[src/rtl/mire_pkg.sv]
// mire_pkg: shared types and bar colours for the test-pattern framebuffer writer
package mire_pkg;
  typedef enum logic [1:0] {IDLE, WRITE, PAUSE} state_t;
  typedef enum logic [1:0] {GRID, BARS, GRADIENT, SOLID} pattern_t;
  localparam logic [7:0][23:0] BAR_RGB = {
    24'h000000, 24'h0000FF, 24'hFF0000, 24'hFF00FF,
    24'h00FF00, 24'h00FFFF, 24'hFFFF00, 24'hFFFFFF
  };
endpackage

[src/rtl/wshb_if.sv]
// wshb_if: Wishbone bus shared by the framebuffer reader and writer
interface wshb_if (input logic clk, input logic rst);
  logic [31:0] adr;
  logic [31:0] dat_ms;
  logic        we;
  logic [3:0]  sel;
  logic        stb;
  logic        cyc;
  logic [2:0]  cti;
  logic [1:0]  bte;
  logic        ack;
  modport master (input clk, rst, ack, output adr, dat_ms, we, sel, stb, cyc, cti, bte);
  modport slave (input clk, rst, adr, dat_ms, we, sel, stb, cyc, cti, bte, output ack);
endinterface

[src/rtl/mire_pixel_gen.sv]
// mire_pixel_gen: combinational RGB of one test-pattern pixel
module mire_pixel_gen import mire_pkg::*; #(
  parameter int XW = 10,
  parameter int YW = 9,
  parameter int GRID_STEP = 16
) (
  input  logic [XW-1:0] x,
  input  logic [YW-1:0] y,
  input  logic [2:0]    bar,
  input  pattern_t      pattern,
  output logic [23:0]   rgb
);
  logic on_grid;
  logic [7:0] lum;
  always_comb begin
    on_grid = (32'(x) & 32'(GRID_STEP - 1)) == 32'd0 || (32'(y) & 32'(GRID_STEP - 1)) == 32'd0;
    lum = 8'(x);
    rgb = pattern == GRID ? (on_grid ? 24'hFFFFFF : 24'h000000)
        : pattern == BARS ? BAR_RGB[bar]
        : pattern == GRADIENT ? {3{lum}}
        : 24'hFF0000;
  end
endmodule

[src/rtl/mire_writer.sv]
// mire_writer: Wishbone master writing one test-pattern frame into the framebuffer,
// releasing cyc for one cycle after every BURST_LEN writes so the reader can be served.
module mire_writer import mire_pkg::*; #(
  parameter int HDISP = 800,
  parameter int VDISP = 480,
  parameter int BURST_LEN = 64,
  parameter int GRID_STEP = 16
) (
  wshb_if.master     wshb_ifm,
  input  logic       start,
  input  logic [1:0] pattern,
  output logic       busy,
  output logic       frame_done
);
  localparam int XW = HDISP > 1 ? $clog2(HDISP) : 1;
  localparam int YW = VDISP > 1 ? $clog2(VDISP) : 1;
  localparam int BW = $clog2(BURST_LEN + 1);
  localparam int BAR_W = HDISP / 8 > 0 ? HDISP / 8 : 1;
  state_t state_q, state_d;
  pattern_t pat_q, pat_d;
  logic [XW-1:0] x_q, x_d, bar_cnt_q, bar_cnt_d;
  logic [YW-1:0] y_q, y_d;
  logic [2:0] bar_q, bar_d;
  logic [BW-1:0] burst_q, burst_d;
  logic [31:0] adr_q, adr_d, dat_q, dat_d;
  logic frame_done_q, frame_done_d;
  logic go, ack_ok, x_last, last, bar_last, burst_last;
  logic [23:0] rgb;
  always_comb begin
    go = state_q == IDLE && start;
    ack_ok = state_q == WRITE && wshb_ifm.ack;
    x_last = x_q == XW'(HDISP - 1);
    last = x_last && y_q == YW'(VDISP - 1);
    bar_last = bar_cnt_q == XW'(BAR_W - 1);
    burst_last = burst_q == BW'(BURST_LEN - 1);
    x_d = go || (ack_ok && x_last) ? '0 : ack_ok ? x_q + XW'(1) : x_q;
    y_d = go ? '0 : ack_ok && x_last ? y_q + YW'(1) : y_q;
    bar_cnt_d = go || (ack_ok && (x_last || bar_last)) ? '0 : ack_ok ? bar_cnt_q + XW'(1) : bar_cnt_q;
    // the last bar absorbs any remainder pixels, so the bar index saturates at 7
    bar_d = go || (ack_ok && x_last) ? '0 : ack_ok && bar_last && bar_q != 3'd7 ? bar_q + 3'd1 : bar_q;
    burst_d = go || (ack_ok && burst_last) ? '0 : ack_ok ? burst_q + BW'(1) : burst_q;
    adr_d = go ? '0 : ack_ok ? adr_q + 32'd4 : adr_q;
    pat_d = go ? pattern_t'(pattern) : pat_q;
    frame_done_d = ack_ok && last;
    state_d = go || state_q == PAUSE ? WRITE
            : ack_ok && last ? IDLE
            : ack_ok && burst_last ? PAUSE
            : state_q;
  end
  mire_pixel_gen #(.XW(XW), .YW(YW), .GRID_STEP(GRID_STEP)) u_pix (
    .x(x_d), .y(y_d), .bar(bar_d), .pattern(pat_d), .rgb(rgb)
  );
  // data is computed for the next pixel so it is registered alongside its address
  always_comb dat_d = go || ack_ok ? {8'h00, rgb} : dat_q;
  always_ff @(posedge wshb_ifm.clk) begin
    if (wshb_ifm.rst) begin
      state_q <= IDLE;
      pat_q <= GRID;
      x_q <= '0;
      y_q <= '0;
      bar_cnt_q <= '0;
      bar_q <= '0;
      burst_q <= '0;
      adr_q <= '0;
      dat_q <= '0;
      frame_done_q <= 1'b0;
    end else begin
      state_q <= state_d;
      pat_q <= pat_d;
      x_q <= x_d;
      y_q <= y_d;
      bar_cnt_q <= bar_cnt_d;
      bar_q <= bar_d;
      burst_q <= burst_d;
      adr_q <= adr_d;
      dat_q <= dat_d;
      frame_done_q <= frame_done_d;
    end
  end
  assign wshb_ifm.adr = adr_q;
  assign wshb_ifm.dat_ms = dat_q;
  assign wshb_ifm.we = 1'b1;
  assign wshb_ifm.sel = 4'b1111;
  assign wshb_ifm.cti = 3'b000;
  assign wshb_ifm.bte = 2'b00;
  assign wshb_ifm.cyc = state_q == WRITE;
  assign wshb_ifm.stb = state_q == WRITE;
  assign busy = state_q != IDLE;
  assign frame_done = frame_done_q;
endmodule

[src/flat_wrapper.sv]
// flat-port wrapper written by rule: the top's interface ports become plain ports
module mire_writer_flat import mire_pkg::*;
#(
  parameter int HDISP = 800,
  parameter int VDISP = 480,
  parameter int BURST_LEN = 64,
  parameter int GRID_STEP = 16
)
  (start, pattern, busy, frame_done, clk, rst, wshb_ifm_ack, wshb_ifm_adr, wshb_ifm_dat_ms, wshb_ifm_we, wshb_ifm_sel, wshb_ifm_stb, wshb_ifm_cyc, wshb_ifm_cti, wshb_ifm_bte);
  wshb_if wshb_ifm_i (.clk(clk), .rst(rst));
  input  logic start;
  input  logic [1:0] pattern;
  output logic busy;
  output logic frame_done;
  input wire logic clk;
  input wire logic rst;
  input wire logic [$bits(wshb_ifm_i.ack)-1:0] wshb_ifm_ack;
  output wire logic [$bits(wshb_ifm_i.adr)-1:0] wshb_ifm_adr;
  output wire logic [$bits(wshb_ifm_i.dat_ms)-1:0] wshb_ifm_dat_ms;
  output wire logic [$bits(wshb_ifm_i.we)-1:0] wshb_ifm_we;
  output wire logic [$bits(wshb_ifm_i.sel)-1:0] wshb_ifm_sel;
  output wire logic [$bits(wshb_ifm_i.stb)-1:0] wshb_ifm_stb;
  output wire logic [$bits(wshb_ifm_i.cyc)-1:0] wshb_ifm_cyc;
  output wire logic [$bits(wshb_ifm_i.cti)-1:0] wshb_ifm_cti;
  output wire logic [$bits(wshb_ifm_i.bte)-1:0] wshb_ifm_bte;
  assign wshb_ifm_i.ack = wshb_ifm_ack;
  assign wshb_ifm_adr = wshb_ifm_i.adr;
  assign wshb_ifm_dat_ms = wshb_ifm_i.dat_ms;
  assign wshb_ifm_we = wshb_ifm_i.we;
  assign wshb_ifm_sel = wshb_ifm_i.sel;
  assign wshb_ifm_stb = wshb_ifm_i.stb;
  assign wshb_ifm_cyc = wshb_ifm_i.cyc;
  assign wshb_ifm_cti = wshb_ifm_i.cti;
  assign wshb_ifm_bte = wshb_ifm_i.bte;
  mire_writer #(.HDISP(HDISP), .VDISP(VDISP), .BURST_LEN(BURST_LEN), .GRID_STEP(GRID_STEP)) u_core (.wshb_ifm(wshb_ifm_i), .start(start), .pattern(pattern), .busy(busy), .frame_done(frame_done));
endmodule
[config.mk]
export PLATFORM = sky130hd
export DESIGN_NAME = mire_writer_flat
export DESIGN_NICKNAME = d
export VERILOG_FILES = /design/src/rtl/mire_pkg.sv /design/src/rtl/wshb_if.sv /design/src/rtl/mire_pixel_gen.sv /design/src/rtl/mire_writer.sv /design/src/flat_wrapper.sv
export SDC_FILE = /design/constraint.sdc
export NUM_CORES = 1
export LEC_CHECK = 0
export CAP_MARGIN = 20
export CELL_PAD_IN_SITES_DETAIL_PLACEMENT = 2
export CELL_PAD_IN_SITES_GLOBAL_PLACEMENT = 2
export CORE_MARGIN = 2
export CORE_UTILIZATION = 28
export CTS_CLUSTER_DIAMETER = 30
export DETAILED_ROUTE_END_ITERATION = 7
export GPL_TIMING_DRIVEN = 0
export PLACE_DENSITY = 0.77
export SLEW_MARGIN = 20
export SYNTH_ARGS = -nofsm -noshare
export SYNTH_HDL_FRONTEND = slang
export SYNTH_SLANG_ARGS = --single-unit
export TNS_END_PERCENT = 5
[constraint.sdc]
create_clock -name clk -period 2.05 [get_ports clk]
set_input_delay 0.3075 -clock clk [delete_from_list [all_inputs] [get_ports clk]]
set_output_delay 0.3075 -clock clk [all_outputs]
set_load 0.01 [all_outputs]
After elaboration in Yosys (flattened, before gate mapping)
Memories as Yosys holds them, arrays and structs flattened. Cells that the tools add are included.

Add/subtract/negate cells: 6. $lt $le $gt $ge: 1. Equality and inequality tests: 9. Muxes and demuxes: 15. Reduce and logical (&&, ||, !) cells: 27.

Operator list (count): $mux 24 (5); $logic_not 32->1 (2); $add 32x3->32 const B (1); $add 10x1->10 const B (2); $mux 8 (2); $eq 10x10->1 const B (1); $eq 10x7->1 const B (1); $add 9x1->9 const B (1); $eq 9x9->1 const B (1); $logic_and 1x1->1 (9); $mux 4 (2); $reduce_or 2->1 (4); $add 7x1->7 const B (1); $eq 7x6->1 const B (1); $logic_or 1x1->1 (7); $mux 3 (2); $eq 2x1->1 const B (2); $eq 2x2->1 const B (2); $logic_not 2->1 (2); $lt 3x4->1 const B (1); $add 3x1->3 const B (1); $mux 1 (3); $ne 3x3->1 const B (1); $reduce_bool 3->1 (1); 3 further kinds (3).

Register bits after elaboration: 100. ROM bits: 192. Input port bits: 6. Output and inout bits: 78. Word-level logic and storage cells: 72. Memories kept: 1.

Memories: (no name shown) (depth 8, width 24, read ports 1, clocked after memory_dff 0, write ports 0, RTL line mire_pixel_gen.sv:19) `: pattern == BARS ? BAR_RGB[bar]`.

Longest topological paths before layout
Depth after elaboration: 10. Depth in mapped cells: 8. Depth with buffers taken out: 8.

By module
From an unflattened synthesis, not the netlist that was laid out.

Cells, all modules: 618. Area, all modules: 4931.0 sq um.

By module, submodules not included: mire_writer (times used 1, cells an instance 562, area an instance 4618.2 sq um, sequential area each 1961.9 sq um); mire_pixel_gen (times used 1, cells an instance 56, area an instance 312.8 sq um, sequential area each 0.0 sq um).

Worst setup path before layout
OpenSTA, ideal clock, no wires.

Path kind: reg-to-reg. Start point: reg u_core.x_q[0]. End point: reg u_core.dat_q[12] (netlist: u_core.wshb_ifm.dat_ms[12]). Library setup time: 0.138 ns. Arrival time: 1.911 ns. Data required time: 1.912 ns. Path slack: 0.001 ns. Cell stages (with the launch flop): 8. Path buffers: 0. Clock period less this slack: 2.049 ns. Path through: dfxtp_1 > ha_1 > nand2_1 > nor4_4 > a211o_2 > nand3_2 > a311oi_4 > a211oi_1.

Longest elaborated chain between the ends: 8. Elaborated cells on any way between the ends: 18. Classes of those cells: add/sub: 1; eq/ne: 1; mux: 10; reduce/logical: 5; memory: 1.

RTL lines: start, declared (RTL line mire_writer.sv:21) `logic [XW-1:0] x_q, x_d, bar_cnt_q, bar_cnt_d;`; start signal, assigned (RTL line mire_writer.sv:59) `x_q <= '0;`; start signal, assigned (RTL line mire_writer.sv:70) `x_q <= x_d;`; parallel branches: the longest is 7 deep, another holds $add 10x1->10; $mux 24 * (RTL line mire_pixel_gen.sv:18) `rgb = pattern == GRID ? (on_grid ? 24'hFFFFFF : 24'h000000)`; end signal, assigned (RTL line mire_writer.sv:76) `dat_q <= dat_d;`; end, declared (RTL line mire_writer.sv:25) `logic [31:0] adr_q, adr_d, dat_q, dat_d;`.

Every way passes the cells marked *. The select of a mux whose other input is x is not followed. A chain may end at the register's enable or synchronous reset.

Final worst setup path
Start point: reg u_core.bar_q[1]. End point: reg u_core.dat_q[13] (netlist: u_core.wshb_ifm.dat_ms[13]).

Longest elaborated chain between the ends: 8. Elaborated cells on any way between the ends: 9. Classes of those cells: add/sub: 1; eq/ne: 1; mux: 5; reduce/logical: 1; memory: 1.

RTL lines: start, declared (RTL line mire_writer.sv:23) `logic [2:0] bar_q, bar_d;`; start signal, assigned (RTL line mire_writer.sv:73) `bar_q <= bar_d;`; parallel branches: the longest is 2 deep, another holds $add 3x1->3; $mux 3 * (2 in series) (RTL line mire_writer.sv:40) `bar_d = go || (ack_ok && x_last) ? '0 : ack_ok && bar_last && bar_q != 3'd7 ? bar_q + 3'd1 : bar_q;`; $mem_v2 8x24 *; $mux 24 (not written as such) * (RTL line mire_pixel_gen.sv:19); $mux 24 * (RTL line mire_pixel_gen.sv:19); $mux 24 * (RTL line mire_pixel_gen.sv:18).

Marks and branches as above.

==> results.json <==
{
  "synth_edf_count": 0,
  "tightest_slew_ns": 0.795,
  "ys_seq_area_frac": 0.421,
  "synthCells": 546,
  "worst_path_max_delay_cell": "mux2_4",
  "r2r_cells": 9,
  "reg2reg_slack_ns": -0.05,
  "min_period_ns": 2.10,
  "grt_usage": 0.177,
  "status": "finished with violations",
  "setup_viol": 10,
  "ant_nets": 0,
  "maxUsedRoutingLayer": "met4",
  "clk_pin_slew_ns": 0.07,
  "fp.dieW_um": 133,
  "via_count": 4278,
  "drive_gt1_frac": 0.227,
  "async_reset_ff_frac": 0,
  "p_comb_frac": 0.152,
  "power_frac_seq": 0.452,
  "final_max_slew_viol_count": 0,
  "ir_worst_vdd_mv": 0.398,
  "path_common_cell": "ha_4",
  "drt-vias-per-instance": 4.91,
  "crit_chain": "ha_4, ha_4, nor3_2, and4bb_2, mux2_4, o22ai_4, a311oi_4, buf_6, a211oi_2",
  "clkLatencyLatePin_ns": 0.36,
  "area_growth_pct": 37.3,
  "cts_sinks": 98,
  "grt_pass1_vias": 4778,
  "synth_cell_types": 59,
  "fp.dieArea_mm2": 0.0177,
  "post-route-period-util": 1.03,
  "met1_length_mm": 6.49,
  "regToRegEndpoint": "u_core.wshb_ifm.dat_ms[13]",
  "relSlewSlack": 0.468,
  "yosysMostFrequentCell": "nor2_1",
  "root_buffer": "clkbuf_16",
  "start_util": 0.284,
  "wl_per_cell_um": 17.6,
  "synth_warnings": 0,
  "ios": 84,
  "netlist.area_leader.share": 0.421,
  "cts-buffers-inserted": 9,
  "startpoint_type": "register",
  "ys_ff_latch": 98,
  "core-area_mm2": 0.0164,
  "power_mw": 4.44,
  "hp-class": "register to register",
  "failed_checks": "negative setup slack",
  "syn-cell-area_mm2": 0.00466,
  "antenna_found_initial": 0,
  "met2_length_mm": 7.99,
  "clkPwrFrac": 0.396,
  "cts_tree": "built",
  "ys.flop_type": "dfxtp_1",
  "dr.pass1.iters": 4,
  "avgSynthCellArea_um2": 8.54,
  "fin_ws_ns": -0.0533,
  "place_congestion": 0.836,
  "holdBufCountCts": 0,
  "drt_wl_total_mm": 15.3,
  "hpwl_mm": 10.5,
  "n_antenna_cell": 0,
  "hold_viol_final": 0,
  "sw_frac_of_total": 0.276,
  "skew_ns": 0.0122,
  "cpPeakStageDelay_ns": 0.35,
  "endpoint_kind": "register",
  "fp-row-count": 47,
  "yosys-top-cells-count": "122 x nor2_1, 98 x dfxtp_1, 39 x nand2_1, 38 x xor2_1, 21 x buf_4",
  "cp_data_arrival_time_ns": 2.38,
  "max_freq_mhz": 475,
  "grt_first_pass_wirelength_mm": 25.1,
  "numPortBuffers": 63,
  "clk_path_buf_depth": 2,
  "netlist_top_cells_area": "dfxtp_1 42%, nor2_1 9.8%, xor2_1 7.1%",
  "yosysTopAreaCell": "dfxtp_1",
  "power.leakage_nw": 2.30,
  "endpoint": "u_core.wshb_ifm.dat_ms[13]",
  "switchingPower_mw": 1.23,
  "fin_nets": 660,
  "grt_max_degree": 18,
  "first_iter_violations": 166,
  "pre_cts_ws_ns": -0.728,
  "setup.worst_path.start": "u_core.bar_q[1]",
  "maxCapViolCount": 0,
  "htreeDepth": 3,
  "die_h_um": 133,
  "power_density_mw_per_mm2": 695,
  "path_max_fanout": 5,
  "rsz0062_at_grt": "true",
  "p_int_mw": 3.22,
  "reg2reg_from": "u_core.bar_q[1]",
  "cp.required_ns": 2.33,
  "grt-ovfl-total": 0,
  "crit_type": "register to register",
  "drcViolationCount": 0,
  "wl_met3_um": 384
}
-- through the flow --
stage               instances  area (um^2)  hold WS, ns   util  TNS (ns)
floorplan                 564         4730        0.449      -         0
global placement          847         5630        0.456  0.343    -50.69
detailed placement        847         5630        0.498  0.343    -52.91
CTS                       870         6230        0.506  0.380    -0.230
global route              872         6400        0.542  0.390     -2.44
finish                    872         6400        0.492  0.390    -0.316
-- cell usage in the layout (no fill, tap or decap), types with 4 or more instances in the layout --
master and n:
nand2_1 37, buf_6 5, buf_4 31, clkdlybuf4s50_1 61, nand3_1 18, a211oi_1 5
a21oi_1 9, conb_1 20, nor2b_1 4, dfxtp_1 83, xnor2_1 19, nor3_1 8
and3_1 9, inv_1 6, nor2_1 120, or2_2 6, o32ai_1 4, a211oi_2 13
clkbuf_1 7, nand4_1 14, a21oi_2 4, clkbuf_2 4, xor2_1 37, or3_1 7
dfxtp_2 12, buf_2 4, o21ai_0 11, clkbuf_16 9
-- routing by layer --
layer	up-vias	track usage
met5	-	0
met4	0	0.0591
met3	29	0.0272
met2	70	0.335
met1	2145	0.203
li1	2034	-
-- worst min path at each step --
stage	startpoint	to	slack (ns)	cells past startpoint
floorplan	u_core.bar_cnt_q[1]	u_core.bar_cnt_q[1]	0.45	2
global placement	u_core.bar_cnt_q[1]	u_core.bar_cnt_q[1]	0.46	2
detailed placement	u_core.wshb_ifm.dat_ms[2]	u_core.wshb_ifm.dat_ms[2]	0.50	2
CTS	u_core.bar_cnt_q[1]	u_core.bar_cnt_q[1]	0.51	2
global route	u_core.bar_cnt_q[1]	u_core.bar_cnt_q[1]	0.54	2
finish	u_core.bar_cnt_q[1]	u_core.bar_cnt_q[1]	0.49	2
-- flip-flops by register name, indices dropped and copies added (netlist names) --
name                    flops
u_core.wshb_ifm.adr        30
u_core.wshb_ifm.dat_ms     24
u_core.bar_cnt_q           10
u_core.x_q                 10
u_core.y_q                  9
u_core.burst_q              7
u_core.bar_q                3
u_core.pat_q                2
u_core.state_q              2
u_core.frame_done           1
-- kinds of logic (layout without fill, tap and decap cells) --
group / count (synthesis) / count (layout) / share of synthesized area
and+or+nand+nor: 265 / 265 / 0.283
xor gates and xnor gates: 58 / 58 / 0.109
adders and majority gates: 7 / 7 / 0.0188
other: 2 / 20 / 0.00161
DFF: 98 / 98 / 0.421
AOI/OAI and AO/OA: 62 / 62 / 0.0958
muxes: 5 / 5 / 0.0113
buffers and inverters: 49 / 137 / 0.0596
-- worst max-delay path, delay by kind of cell (launching register included) --
family | cells | cell delay (ns)
compound gates | 3 | 0.42
fa+ha+maj | 2 | 0.30
buf+inv | 1 | 0.16
flops | 1 | 0.34
mux | 1 | 0.35
simple gates | 2 | 0.45
-- power by group through the flow --
stage	Sequential [mW]	Combinational, mW	Clock, mW
CTS	2.01	0.633	1.82
floorplan	2.07	0.298	0
detailed placement	2.06	0.558	0
global route	2.02	0.732	1.90
global placement	2.05	0.541	0
finish	2.01	0.675	1.76
-- cell type report --
cell class | count | area (um^2)
fillers | 1776 | 10000
flip-flops and latches | 98 | 1990
clock inverters | 7 | 73.8
multi-input cells | 417 | 2810
plain buffers | 38 | 243
inverters | 6 | 22.5
clock buffers | 9 | 225
repair buffers | 77 | 761
well taps | 220 | 275
-- timing repair --
item | in CTS | in global routing
buffers inserted | 12 | 2
gates resized for setup | 57 | 39
pin swaps | 11 | 8
setup endpoints to repair | 89 | 43
Power figures use the tool's default switching activity.
